==> config.mk <==
export PLATFORM = sky130hd
export DESIGN_NAME = reg_display_scanner
export DESIGN_NICKNAME = d
export VERILOG_FILES = /design/src/rtl/reg_display_scanner.sv
export SDC_FILE = /design/constraint.sdc
export NUM_CORES = 1
export LEC_CHECK = 0
export CAP_MARGIN = 20
export CORE_MARGIN = 10
export CORE_UTILIZATION = 52
export DETAILED_ROUTE_END_ITERATION = 6
export GPL_TIMING_DRIVEN = 0
export PLACE_DENSITY_LB_ADDON = 0.1
export SYNTH_ARGS = -nofsm -noshare
export SYNTH_HDL_FRONTEND = slang
export SYNTH_SLANG_ARGS = --single-unit
==> constraint.sdc <==
create_clock -name clk -period 7.6 [get_ports clk]
set_input_delay 1.9 -clock clk [delete_from_list [all_inputs] [get_ports clk]]
set_output_delay 1.9 -clock clk [all_outputs]
set_load 0.05 [all_outputs]
==> src/rtl/reg_display_scanner.sv <==
// Four-digit multiplexed hex viewer for the core's R0/R1 debug taps.
// Pages through {R1, R0} 16 bits at a time from a snapshot that only changes on page boundaries.
module reg_display_scanner #(
    parameter int REFRESH_CYCLES = 100000,
    parameter int BLANK_CYCLES   = 16,
    parameter int PAGE_SCANS     = 250
) (
    input  logic        clk,
    input  logic        reset,
    input  logic [31:0] R0,
    input  logic [31:0] R1,
    input  logic        hold,
    output logic [6:0]  seg,
    output logic [3:0]  an,
    output logic        dp
);

    localparam int RC_W = (REFRESH_CYCLES > 1) ? $clog2(REFRESH_CYCLES) : 1;
    localparam int SC_W = (PAGE_SCANS > 1) ? $clog2(PAGE_SCANS) : 1;
    localparam logic [RC_W-1:0] RC_LAST = RC_W'(REFRESH_CYCLES - 1);
    localparam logic [SC_W-1:0] SC_LAST = SC_W'(PAGE_SCANS - 1);

    logic [RC_W-1:0] rc;
    logic [1:0]      di;
    logic [SC_W-1:0] sc;
    logic [1:0]      page;
    logic [63:0]     snap;

    logic        slot_tick;
    logic        scan_tick;
    logic        page_event;
    logic        blank;
    logic [15:0] pd;
    logic [3:0]  nibble;
    logic [6:0]  glyph;
    logic [3:0]  an_next;

    assign slot_tick  = (rc == RC_LAST);
    assign scan_tick  = slot_tick && (di == 2'd3);
    assign page_event = scan_tick && (sc == SC_LAST);

    always_ff @(posedge clk or posedge reset) begin
        if (reset) begin
            rc   <= '0;
            di   <= 2'd0;
            sc   <= '0;
            page <= 2'd0;
            snap <= 64'd0;
        end else begin
            rc <= slot_tick ? '0 : rc + 1'b1;
            if (slot_tick) begin
                di <= di + 2'd1;
            end
            // sc wraps on every page event even while hold freezes the page
            if (scan_tick) begin
                sc <= (sc == SC_LAST) ? '0 : sc + 1'b1;
            end
            if (page_event && !hold) begin
                page <= page + 2'd1;
                snap <= {R1, R0};
            end
        end
    end

    // Anti-ghosting window at the start of each slot; absent entirely when BLANK_CYCLES is 0
    generate
        if (BLANK_CYCLES == 0) begin : g_no_blank
            assign blank = 1'b0;
        end else begin : g_blank
            assign blank = (rc < RC_W'(BLANK_CYCLES));
        end
    endgenerate

    always_comb begin
        pd = snap[15:0];
        case (page)
            2'd0: pd = snap[15:0];
            2'd1: pd = snap[31:16];
            2'd2: pd = snap[47:32];
            2'd3: pd = snap[63:48];
            default: pd = snap[15:0];
        endcase
    end

    assign nibble = pd[4*di +: 4];

    always_comb begin
        glyph = 7'b1111111;
        case (nibble)
            4'h0: glyph = 7'b1000000;
            4'h1: glyph = 7'b1111001;
            4'h2: glyph = 7'b0100100;
            4'h3: glyph = 7'b0110000;
            4'h4: glyph = 7'b0011001;
            4'h5: glyph = 7'b0010010;
            4'h6: glyph = 7'b0000010;
            4'h7: glyph = 7'b1111000;
            4'h8: glyph = 7'b0000000;
            4'h9: glyph = 7'b0010000;
            4'hA: glyph = 7'b0001000;
            4'hB: glyph = 7'b0000011;
            4'hC: glyph = 7'b1000110;
            4'hD: glyph = 7'b0100001;
            4'hE: glyph = 7'b0000110;
            4'hF: glyph = 7'b0001110;
            default: glyph = 7'b1111111;
        endcase
    end

    assign an_next = ~(4'b0001 << di);

    // Pin-facing registers: everything the display sees is one cycle behind the counters
    always_ff @(posedge clk or posedge reset) begin
        if (reset) begin
            an  <= 4'b1111;
            seg <= 7'b1111111;
            dp  <= 1'b1;
        end else if (blank) begin
            an  <= 4'b1111;
            seg <= 7'b1111111;
            dp  <= 1'b1;
        end else begin
            an  <= an_next;
            seg <= glyph;
            dp  <= (di != page);
        end
    end

endmodule
==> impl_metrics.env, run 1 <==
export IMPL_status="complete, no violations"
export IMPL_ant_nets=0
export IMPL_critical_path_top_delay_family="buffers and inverters"
export IMPL_leakage_nw=2.98
export IMPL_register_area_um2=2640
export IMPL_fill_cells=759
export IMPL_grt_max_degree=66
export IMPL_slew_violations=0
export IMPL_fin_crit_sh_pct=47.4
export IMPL_skew_ns=0.0117
export IMPL_finalNonFillerCells=643
export IMPL_timing_rr_end="seg[6]$_DFF_PP1_"
export IMPL_slew_headroom_pct=53.2
export IMPL_drv_cap=0
export IMPL_synth_warning_count=0
export IMPL_switching_share_pct=21.7
export IMPL_cts_sinks=105
export IMPL_place_inst=627
export IMPL_overflow=0
export IMPL_tightest_slew_ns=0.695
export IMPL_peakVddDrop_v=0.0000944
export IMPL_powerDensity_nw_per_um2=156
export IMPL_dr_pass1_iters=4
export IMPL_clock_path_buffers=2
export IMPL_worst_path_buf_inv=1
export IMPL_ys_ff_latch=105
export IMPL_syn_instance_count=415
export IMPL_comb_power_share_pct=4.9
export IMPL_holdCritStartpoint="rc[0]$_DFF_PP0_"
export IMPL_setup_viol=0
export IMPL_routed_wl_mm=11.7
export IMPL_tns_ns=0
export IMPL_drc_errors=0
export IMPL_start_util_pct=53.3
export IMPL_holdBufCountCts=0
export IMPL_cts_tree="built"
export IMPL_ys_types=52
export IMPL_cts_clk_slew_worst_paths_ns=0.10
export IMPL_grt_pass1_vias=3725
export IMPL_endpoint_kind="output pin"
export IMPL_cts_resized=0
export IMPL_final_area_um2=6380
export IMPL_critPathSlowestCell="clkdlybuf4s50_1"
export IMPL_io_pins=79
export IMPL_hold_path_depth=1
export IMPL_crit_type="reg2out"
export IMPL_hold_viol_final=0
export IMPL_die_area_um2=14400
export IMPL_power_switching_mw=0.216
export IMPL_syn_nets=499
export IMPL_rrSetupSlack_ns=4.24
export IMPL_track_usage_pct=16.4
export IMPL_cts_buffers=9
export IMPL_clkPwrFrac_pct=38.9
export IMPL_seq_power_share_pct=56.2
export IMPL_wl_per_cell_um=18.3
export IMPL_worstReg2RegStart="page[0]$_DFFE_PP0P_"
export IMPL_fin_worst_hold_slack_ns=0.494
export IMPL_synth_top_area_share_pct=44.9
export IMPL_post_synth_top_count_cell="dfrtp_1"
export IMPL_yosysTopAreaCell="dfrtp_1"
export IMPL_rsz0062_at_grt="no"
export IMPL_via_per_inst=5.56
export IMPL_crit_chain="clkdlybuf4s50_1"
export IMPL_arrival_ns=1.70
export IMPL_antenna_found_initial=0
export IMPL_min_to="rc[0]$_DFF_PP0_"
export IMPL_crit_required_ns=5.70
export IMPL_design_core_area_um2=9730
export IMPL_netlist_top_cells_count="dfrtp_1, mux2_4, nand2_1"
export IMPL_rows=36
export IMPL_die_width_um=120
export IMPL_root_buffer="clkbuf_8"
export IMPL_cp_start_kind="register"
export IMPL_die_y_um=120
export IMPL_synth_edf_count=0
export IMPL_r2r_cells=13
export IMPL_preCtsSetupSlack_ns=4.17
export IMPL_clk_latency_ns=0.37
export IMPL_fin_ws_ns=4.00
export IMPL_fin_nets=589
export IMPL_placed_area_um2=6160
export IMPL_syn2layout_area_growth_pct=23.0
export IMPL_vias=3578
export IMPL_synthTopCellsByArea="dfrtp_1, mux2_4, dfstp_2"
export IMPL_min_period_ns=3.60
export IMPL_hold_class="reg2reg"
export IMPL_dr_first_iter_drc_count=337
export IMPL_ys_seq_area_share_pct=51.0
export IMPL_io_buffers=78
export IMPL_hpwl_mm=8.60
export IMPL_synth_avg_cell_area_um2=12.5
export IMPL_crit_fanout=1
export IMPL_gp_routability_congestion=0.913
export IMPL_post_cts_buffers=0
export IMPL_netlist_area_um2=5180
export IMPL_fmaxAchievable_mhz=278
export IMPL_slowest_delay_ns=0.80
export IMPL_p_int_mw=0.778
export IMPL_synth_ff_type="dfrtp_1"
export IMPL_multi_input_area_um2=2350
export IMPL_layout_drive_gt1_share_pct=24.3
export IMPL_num_antenna_cells=0
export IMPL_grt_pass1_wl_mm=19.2
export IMPL_synthArstFlopShare_pct=100
export IMPL_htree_levels=3
[power groups by stage]
stage	Sequential (mW)	Combinational (mW)	Clock (mW)
2_1_floorplan	0.569	0.00879	0
3_3_place_gp	0.569	0.0471	0
3_5_place_dp	0.569	0.0495	0
4_1_cts	0.559	0.0497	0.399
5_1_grt	0.559	0.0527	0.416
6_report	0.559	0.0483	0.387
[layout by cell type (no fill, tap or decap), types with 6 or more instances in the layout]
cell type	count
ha_1	17
a22oi_1	16
and3_1	10
clkbuf_8	9
nor2_1	17
dfstp_2	12
nand3_1	16
xnor2_1	13
inv_1	13
mux2_4	40
dfrtp_1	93
buf_2	11
clkdlybuf4s50_1	78
nand2_1	28
mux2_2	25
a21oi_1	10
o21ai_0	14
nand4_1	6
[kinds of logic after synthesis]
logic type | after synthesis | share of synthesized area (%)
adder cells (fa/ha/maj) | 17 | 4.10
buffers and inverters | 36 | 3.72
AO/OA/AOI/OAI | 69 | 9.36
multiplexers | 72 | 18.8
flip-flops | 105 | 51.0
AND/OR/NAND/NOR | 98 | 9.97
XOR/XNOR | 18 | 3.04
[metal layers]
layer | share of wire (%) | wire length [um] | vias up | global-route usage, %
met3 | 6.6 | 777 | 10 | 4.59
met1 | 46 | 5370 | 1775 | 22.6
met2 | 47 | 5470 | 114 | 24.9
met4 | 1.0 | 119 | 0 | 4.15
li1 | - | - | 1679 | -
met5 | 0 | 0 | - | 0
[worst max path at each step]
stage                     start              endpoint  slack [ns]  cells past startpoint
2_1_floorplan             reset     di[0]$_DFFE_PP0N_        2.96                      1
3_3_place_gp              reset  snap[14]$_DFFE_PP0P_        1.44                      2
3_5_place_dp               hold  snap[13]$_DFFE_PP0P_        4.17                      5
4_1_cts        seg[2]$_DFF_PP1_                seg[2]        3.98                      1
5_1_grt        seg[3]$_DFF_PP1_                seg[3]        3.95                      1
6_report        an[2]$_DFF_PP1_                 an[2]        4.00                      1
[state kept, by name, summed over array words and instances, names as in the netlist]
signal  flops
seg         7
page        2
dp          1
di          2
snap       64
an          4
sc          8
rc         17
[through the flow]
step | util [%] | power [mW]
final | 65.6 | 0.994
after CTS | 65.6 | 1.01
after floorplan | - | 0.578
after global routing | 65.6 | 1.03
after detailed placement | 63.3 | 0.619
after global placement | 63.0 | 0.617
[final cells by class]
class | instances | area share [%]
buffer | 21 | 2.14
multi-input combinational | 274 | 36.8
timing repair buffer | 79 | 12.7
clock inverter | 6 | 1.41
inverter | 15 | 0.922
clock buffer | 10 | 2.00
tap | 133 | 2.61
sequential | 105 | 41.4
Note: power is estimated with default switching activity, not from simulation.
==> run 2: changes to the inputs <==
==> constraint.sdc (replaced) <==
create_clock -name clk -period 3.6 [get_ports clk]
set_input_delay 0.9 -clock clk [delete_from_list [all_inputs] [get_ports clk]]
set_output_delay 0.9 -clock clk [all_outputs]
set_load 0.05 [all_outputs]
==> run 2 against run 1 <==
  * Utilization grew 0.19 points
  * Via count shrank 0.67%
  * Highest routed layer unchanged
  * Critical path depth grew 12
  * Wire length grew 0.56%
  * Die area is the same
  * Sequential cell count is the same
  * Largest cell class unchanged
  * Clock-buffer cell count grew 4
  * Final cell count grew 0.16%
  * Hold slack lost 0.0027 ns
  * Power grew 110%
  * First-iteration DRC count shrank 32%
  * Sequential power grew 110%
==> impl_metrics.env, run 2 (same netlist as run 1, synthesis figures left out) <==
export IMPL_track_usage_pct=17.1
export IMPL_critPathSlowestCell="dfrtp_1"
export IMPL_io_buffers=78
export IMPL_crit_path_start="page[0]$_DFFE_PP0P_"
export IMPL_slowest_delay_ns=0.47
export IMPL_htree_levels=3
export IMPL_rsz0062_at_grt="no"
export IMPL_syn2layout_area_growth_pct=23.4
export IMPL_worst_path_buf_inv=4
export IMPL_design_core_area_um2=9730
export IMPL_clock_path_buffers=2
export IMPL_largest_register_ffs=64
export IMPL_status="complete, no violations"
export IMPL_register_area_um2=2640
export IMPL_clk_latency_ns=0.38
export IMPL_fin_nets=590
export IMPL_grt_max_degree=40
export IMPL_grt_pass1_wl_mm=19.8
export IMPL_crit_fanout=10
export IMPL_drv_cap=0
export IMPL_fin_crit_sh_pct=87.1
export IMPL_hold_path_depth=1
export IMPL_p_total_mw=2.10
export IMPL_wl_per_cell_um=18.3
export IMPL_min_to="rc[0]$_DFF_PP0_"
export IMPL_die_y_um=120
export IMPL_min_period_ns=3.14
export IMPL_overflow=0
export IMPL_hold_class="reg2reg"
export IMPL_rows=36
export IMPL_regMostFlops="snap"
export IMPL_endpoint_kind="register"
export IMPL_final_area_um2=6400
export IMPL_hpwl_mm=8.92
export IMPL_arrival_ns=3.44
export IMPL_placed_area_um2=6180
export IMPL_routed_wl_mm=11.8
export IMPL_tns_ns=0
export IMPL_crit_required_ns=3.91
export IMPL_layout_drive_gt1_share_pct=24.1
export IMPL_skew_ns=0.0165
export IMPL_r2r_cells=13
export IMPL_ant_nets=0
export IMPL_tightest_slew_ns=0.740
export IMPL_multi_input_area_um2=2350
export IMPL_fmaxAchievable_mhz=319
export IMPL_crit_chain="inv_1, ha_1, clkbuf_2, buf_2, a22oi_1, a32oi_1, nand2_1, o21ai_1, ha_1, inv_1, nor3_1, o21bai_1, a221o_1"
export IMPL_timing_rr_end="seg[6]$_DFF_PP1_"
export IMPL_crit_type="reg2reg"
export IMPL_critical_path_top_delay_family="compound AO/OA/AOI/OAI gates"
export IMPL_cts_tree="built"
export IMPL_holdCritStartpoint="rc[0]$_DFF_PP0_"
export IMPL_die_width_um=120
export IMPL_start_util_pct=53.3
export IMPL_cp_start_kind="register"
export IMPL_mostFrequentLayoutCells="dfrtp_1, clkdlybuf4s50_1, mux2_4"
export IMPL_grt_pass1_vias=3864
export IMPL_leakage_nw=2.98
export IMPL_antenna_found_initial=0
export IMPL_holdBufCountCts=0
export IMPL_drc_errors=0
export IMPL_num_antenna_cells=0
export IMPL_cts_sinks=105
export IMPL_worstReg2RegStart="page[0]$_DFFE_PP0P_"
export IMPL_vias=3554
export IMPL_powerDensity_nw_per_um2=328
export IMPL_cp_num_cells=13
export IMPL_reg_largest_list="snap: 64 flops, rc: 17 flops, sc: 8 flops"
export IMPL_cts_buffers=9
export IMPL_die_area_um2=14400
export IMPL_slew_headroom_pct=50.6
export IMPL_cts_clk_slew_worst_paths_ns=0.10
export IMPL_hold_viol_final=0
export IMPL_layout_commonest_cell="dfrtp_1"
export IMPL_rrSetupSlack_ns=0.46
export IMPL_via_per_inst=5.52
export IMPL_slew_violations=0
export IMPL_dr_first_iter_drc_count=228
export IMPL_setup_viol=0
export IMPL_fill_cells=770
export IMPL_gp_routability_congestion=0.911
export IMPL_peakVddDrop_v=0.000218
export IMPL_dr_pass1_iters=7
export IMPL_io_pins=79
export IMPL_root_buffer="clkbuf_8"
==> run 2: worst register-to-register path, delay by kind of cell, from the launching register on <==
kind / cells / cell delay [ns]
flops: 1 / 0.47
simple gates: 2 / 0.39
compound gates: 5 / 1.17
buf+inv: 4 / 0.65
fa+ha+maj: 2 / 0.37
==> run 2: cell type report <==
class	instances	share of cell area [%]
multi-input cells	274	36.7
well taps	133	2.60
clock inverters	2	0.939
inverters	15	0.939
repair buffers	80	12.8
plain buffers	21	2.13
flip-flops and latches	105	41.3
clock buffers	14	2.54
==> run 2: repair_timing <==
action,in CTS,in global routing
endpoints found under the setup margin,0,5
hold endpoints to repair,0,0
gates resized for setup,0,1
buffers inserted,0,0
==> run 2: per-layer routing <==
layer  routed length, um  up-vias  GRT usage, %  part of all wire [%]
met5                   0        -             0                     0
met4                 204        0          6.26                   1.7
met3                 609       13          4.13                   5.2
met2                5510       95          26.7                    47
met1                5490     1766          22.7                    46
li1                    -     1680             -                     -
==> run 2: where the power goes <==
part	switching, mW	internal [mW]	total, mW
Clock	0.386	0.431	0.817
Sequential	0	1.18	1.18
Combinational	0.0363	0.0681	0.104
==> run 2: how the worst max path moves through the flow <==
stage,end,slack (ns)
2_1_floorplan,seg[3]$_DFF_PP1_,0.95
3_3_place_gp,seg[3]$_DFF_PP1_,0.27
3_5_place_dp,seg[2]$_DFF_PP1_,0.24
4_1_cts,seg[2]$_DFF_PP1_,0.17
5_1_grt,seg[2]$_DFF_PP1_,0.18
6_report,seg[6]$_DFF_PP1_,0.46
==> run 2: per-stage QoR <==
stage | utilization (%) | std cells | setup slack, ns | hold slack [ns]
floorplan | - | 415 | 0.953 | 0.445
global placement | 63.1 | 626 | 0.271 | 0.472
detailed placement | 63.5 | 628 | 0.239 | 0.478
CTS | 65.8 | 644 | 0.174 | 0.492
global route | 65.8 | 644 | 0.178 | 0.519
finish | 65.8 | 644 | 0.465 | 0.491
==> run 3: changes to the inputs <==
--- a/config.mk
+++ b/config.mk
@@ -11,6 +11,7 @@
 export DETAILED_ROUTE_END_ITERATION = 6
 export GPL_TIMING_DRIVEN = 0
 export PLACE_DENSITY_LB_ADDON = 0.1
+export SETUP_SLACK_MARGIN = 0.4
 export SYNTH_ARGS = -nofsm -noshare
 export SYNTH_HDL_FRONTEND = slang
 export SYNTH_SLANG_ARGS = --single-unit
==> run 3 against run 2 <==
  * Clock-buffer cell count unchanged
  * Critical path depth unchanged
  * Critical endpoint unchanged
  * Fmax up 5.6%
  * Final cell count unchanged
  * Via count up 0.59%
  * Register-to-register slack gained 0.17 ns
  * Sequential cell count did not move
  * Hold slack barely moved
  * Wire length about the same
  * Highest routed layer unchanged
  * Largest power group unchanged
==> impl_metrics.env, run 3 (same netlist as run 1, synthesis figures left out) <==
export IMPL_hold_class="reg2reg"
export IMPL_clock_path_buffers=2
export IMPL_slowest_delay_ns=0.47
export IMPL_fin_nets=590
export IMPL_skew_ns=0.0146
export IMPL_min_period_ns=2.97
export IMPL_io_buffers=78
export IMPL_hpwl_mm=8.92
export IMPL_cts_buffers=9
export IMPL_rsz0062_at_grt="no"
export IMPL_root_buffer="clkbuf_8"
export IMPL_antenna_found_initial=0
export IMPL_slew_headroom_pct=50.6
export IMPL_routed_wl_mm=11.8
export IMPL_regMostFlops="snap"
export IMPL_vias=3575
export IMPL_fill_cells=767
export IMPL_clk_latency_ns=0.37
export IMPL_status="complete, no violations"
export IMPL_dr_pass1_iters=6
export IMPL_grt_pass1_wl_mm=19.8
export IMPL_critPathSlowestCell="dfrtp_1"
export IMPL_arrival_ns=3.27
export IMPL_drc_errors=0
export IMPL_design_core_area_um2=9730
export IMPL_ant_nets=0
export IMPL_mostFrequentLayoutCells="dfrtp_1, clkdlybuf4s50_1, mux2_4"
export IMPL_crit_type="reg2reg"
export IMPL_dr_first_iter_drc_count=207
export IMPL_fin_worst_hold_slack_ns=0.491
export IMPL_largest_register_ffs=64
export IMPL_endpoint_kind="register"
export IMPL_r2r_cells=13
export IMPL_worst_path_buf_inv=4
export IMPL_cts_tree="built"
export IMPL_grt_max_degree=40
export IMPL_syn2layout_area_growth_pct=23.6
export IMPL_crit_fanout=10
export IMPL_grt_pass1_vias=3864
export IMPL_powerDensity_nw_per_um2=328
export IMPL_num_antenna_cells=0
export IMPL_crit_required_ns=3.90
export IMPL_die_area_um2=14400
export IMPL_tns_ns=0
export IMPL_io_pins=79
export IMPL_via_per_inst=5.55
export IMPL_tightest_slew_ns=0.739
export IMPL_reg_largest_list="snap: 64 flops, rc: 17 flops, sc: 8 flops"
export IMPL_cts_sinks=105
export IMPL_cts_clk_slew_worst_paths_ns=0.10
export IMPL_wl_per_cell_um=18.3
export IMPL_gp_routability_congestion=0.911
export IMPL_fmaxAchievable_mhz=337
export IMPL_holdBufCountCts=0
export IMPL_peakVddDrop_v=0.000219
export IMPL_fin_crit_sh_pct=82.5
export IMPL_post_cts_buffers=0
export IMPL_setup_viol=0
export IMPL_htree_levels=3
export IMPL_drv_cap=0
export IMPL_track_usage_pct=17.1
export IMPL_p_total_mw=2.10
export IMPL_crit_chain="inv_1, ha_1, clkbuf_2, buf_2, a22oi_1, a32oi_1, nand2_1, o21ai_4, ha_1, inv_1, nor3_1, o21bai_1, a221o_1"
export IMPL_start_util_pct=53.3
export IMPL_hold_viol_final=0
export IMPL_cp_num_cells=13
export IMPL_slew_violations=0
export IMPL_die_width_um=120
export IMPL_rows=36
export IMPL_layout_commonest_cell="dfrtp_1"
export IMPL_hold_path_depth=1
export IMPL_die_y_um=120
export IMPL_overflow=0
export IMPL_layout_drive_gt1_share_pct=24.3
export IMPL_cp_start_kind="register"
export IMPL_critical_path_top_delay_family="compound AO/OA/AOI/OAI gates"
export IMPL_leakage_nw=2.98
run 3: changes by cell type in the layout (fill, tap and decap cells not counted):
cell     previous run  this run
o21ai_4             0         1
o21ai_1             1         0
run 3: path summary, 6_finish.rpt:
kind                                      from  slack [ns]           endpoint
min in group asynchronous                reset        0.99  sc[2]$_DFFE_PP0N_
setup reg to reg           page[0]$_DFFE_PP0P_        0.63   seg[6]$_DFF_PP1_
max in group asynchronous                reset        1.91    an[2]$_DFF_PP1_
setup / recovery           page[0]$_DFFE_PP0P_        0.63   seg[6]$_DFF_PP1_
hold reg to reg                rc[0]$_DFF_PP0_        0.49    rc[0]$_DFF_PP0_
hold / removal                 rc[0]$_DFF_PP0_        0.49    rc[0]$_DFF_PP0_
run 3: layout make-up:
type / instances / area [um^2] / area share, %
multi-input cells: 274 / 2360 / 36.8
plain buffers: 21 / 136 / 2.13
clock inverters: 2 / 60.1 / 0.937
clock buffers: 14 / 163 / 2.54
well taps: 133 / 166 / 2.60
flip-flops and latches: 105 / 2640 / 41.2
inverters: 15 / 60.1 / 0.937
repair buffers: 80 / 821 / 12.8
run 3: report_power, final:
part           internal, mW  switching [mW]  leakage [nW]
clock network         0.431           0.385         0.111
registers              1.18               0          1.41
logic                0.0681          0.0362          1.46
total                  1.68           0.421          2.98
run 3: what timing repair did:
action,4_1_cts,5_1_grt
gates resized for setup,1,2
endpoints found under the setup margin,7,7
hold endpoints to repair,0,0
run 3: per-layer routing:
metal,track usage [%],vias to the layer above,share of wire (%)
li1,-,1681,-
met1,22.7,1785,47
met2,26.7,95,47
met3,4.13,14,4.9
met4,6.26,0,1.7
met5,0,-,0
run 3: metrics by stage:
stage / setup slack (ns) / util [%] / instances / instance area, um^2
6_report: 0.630 / 65.9 / 644 / 6410
5_1_grt: 0.406 / 65.9 / 644 / 6410
4_1_cts: 0.429 / 65.8 / 644 / 6400
3_5_place_dp: 0.239 / 63.5 / 628 / 6180
3_3_place_gp: 0.271 / 63.1 / 626 / 6140
2_1_floorplan: 0.953 / - / 415 / 5190
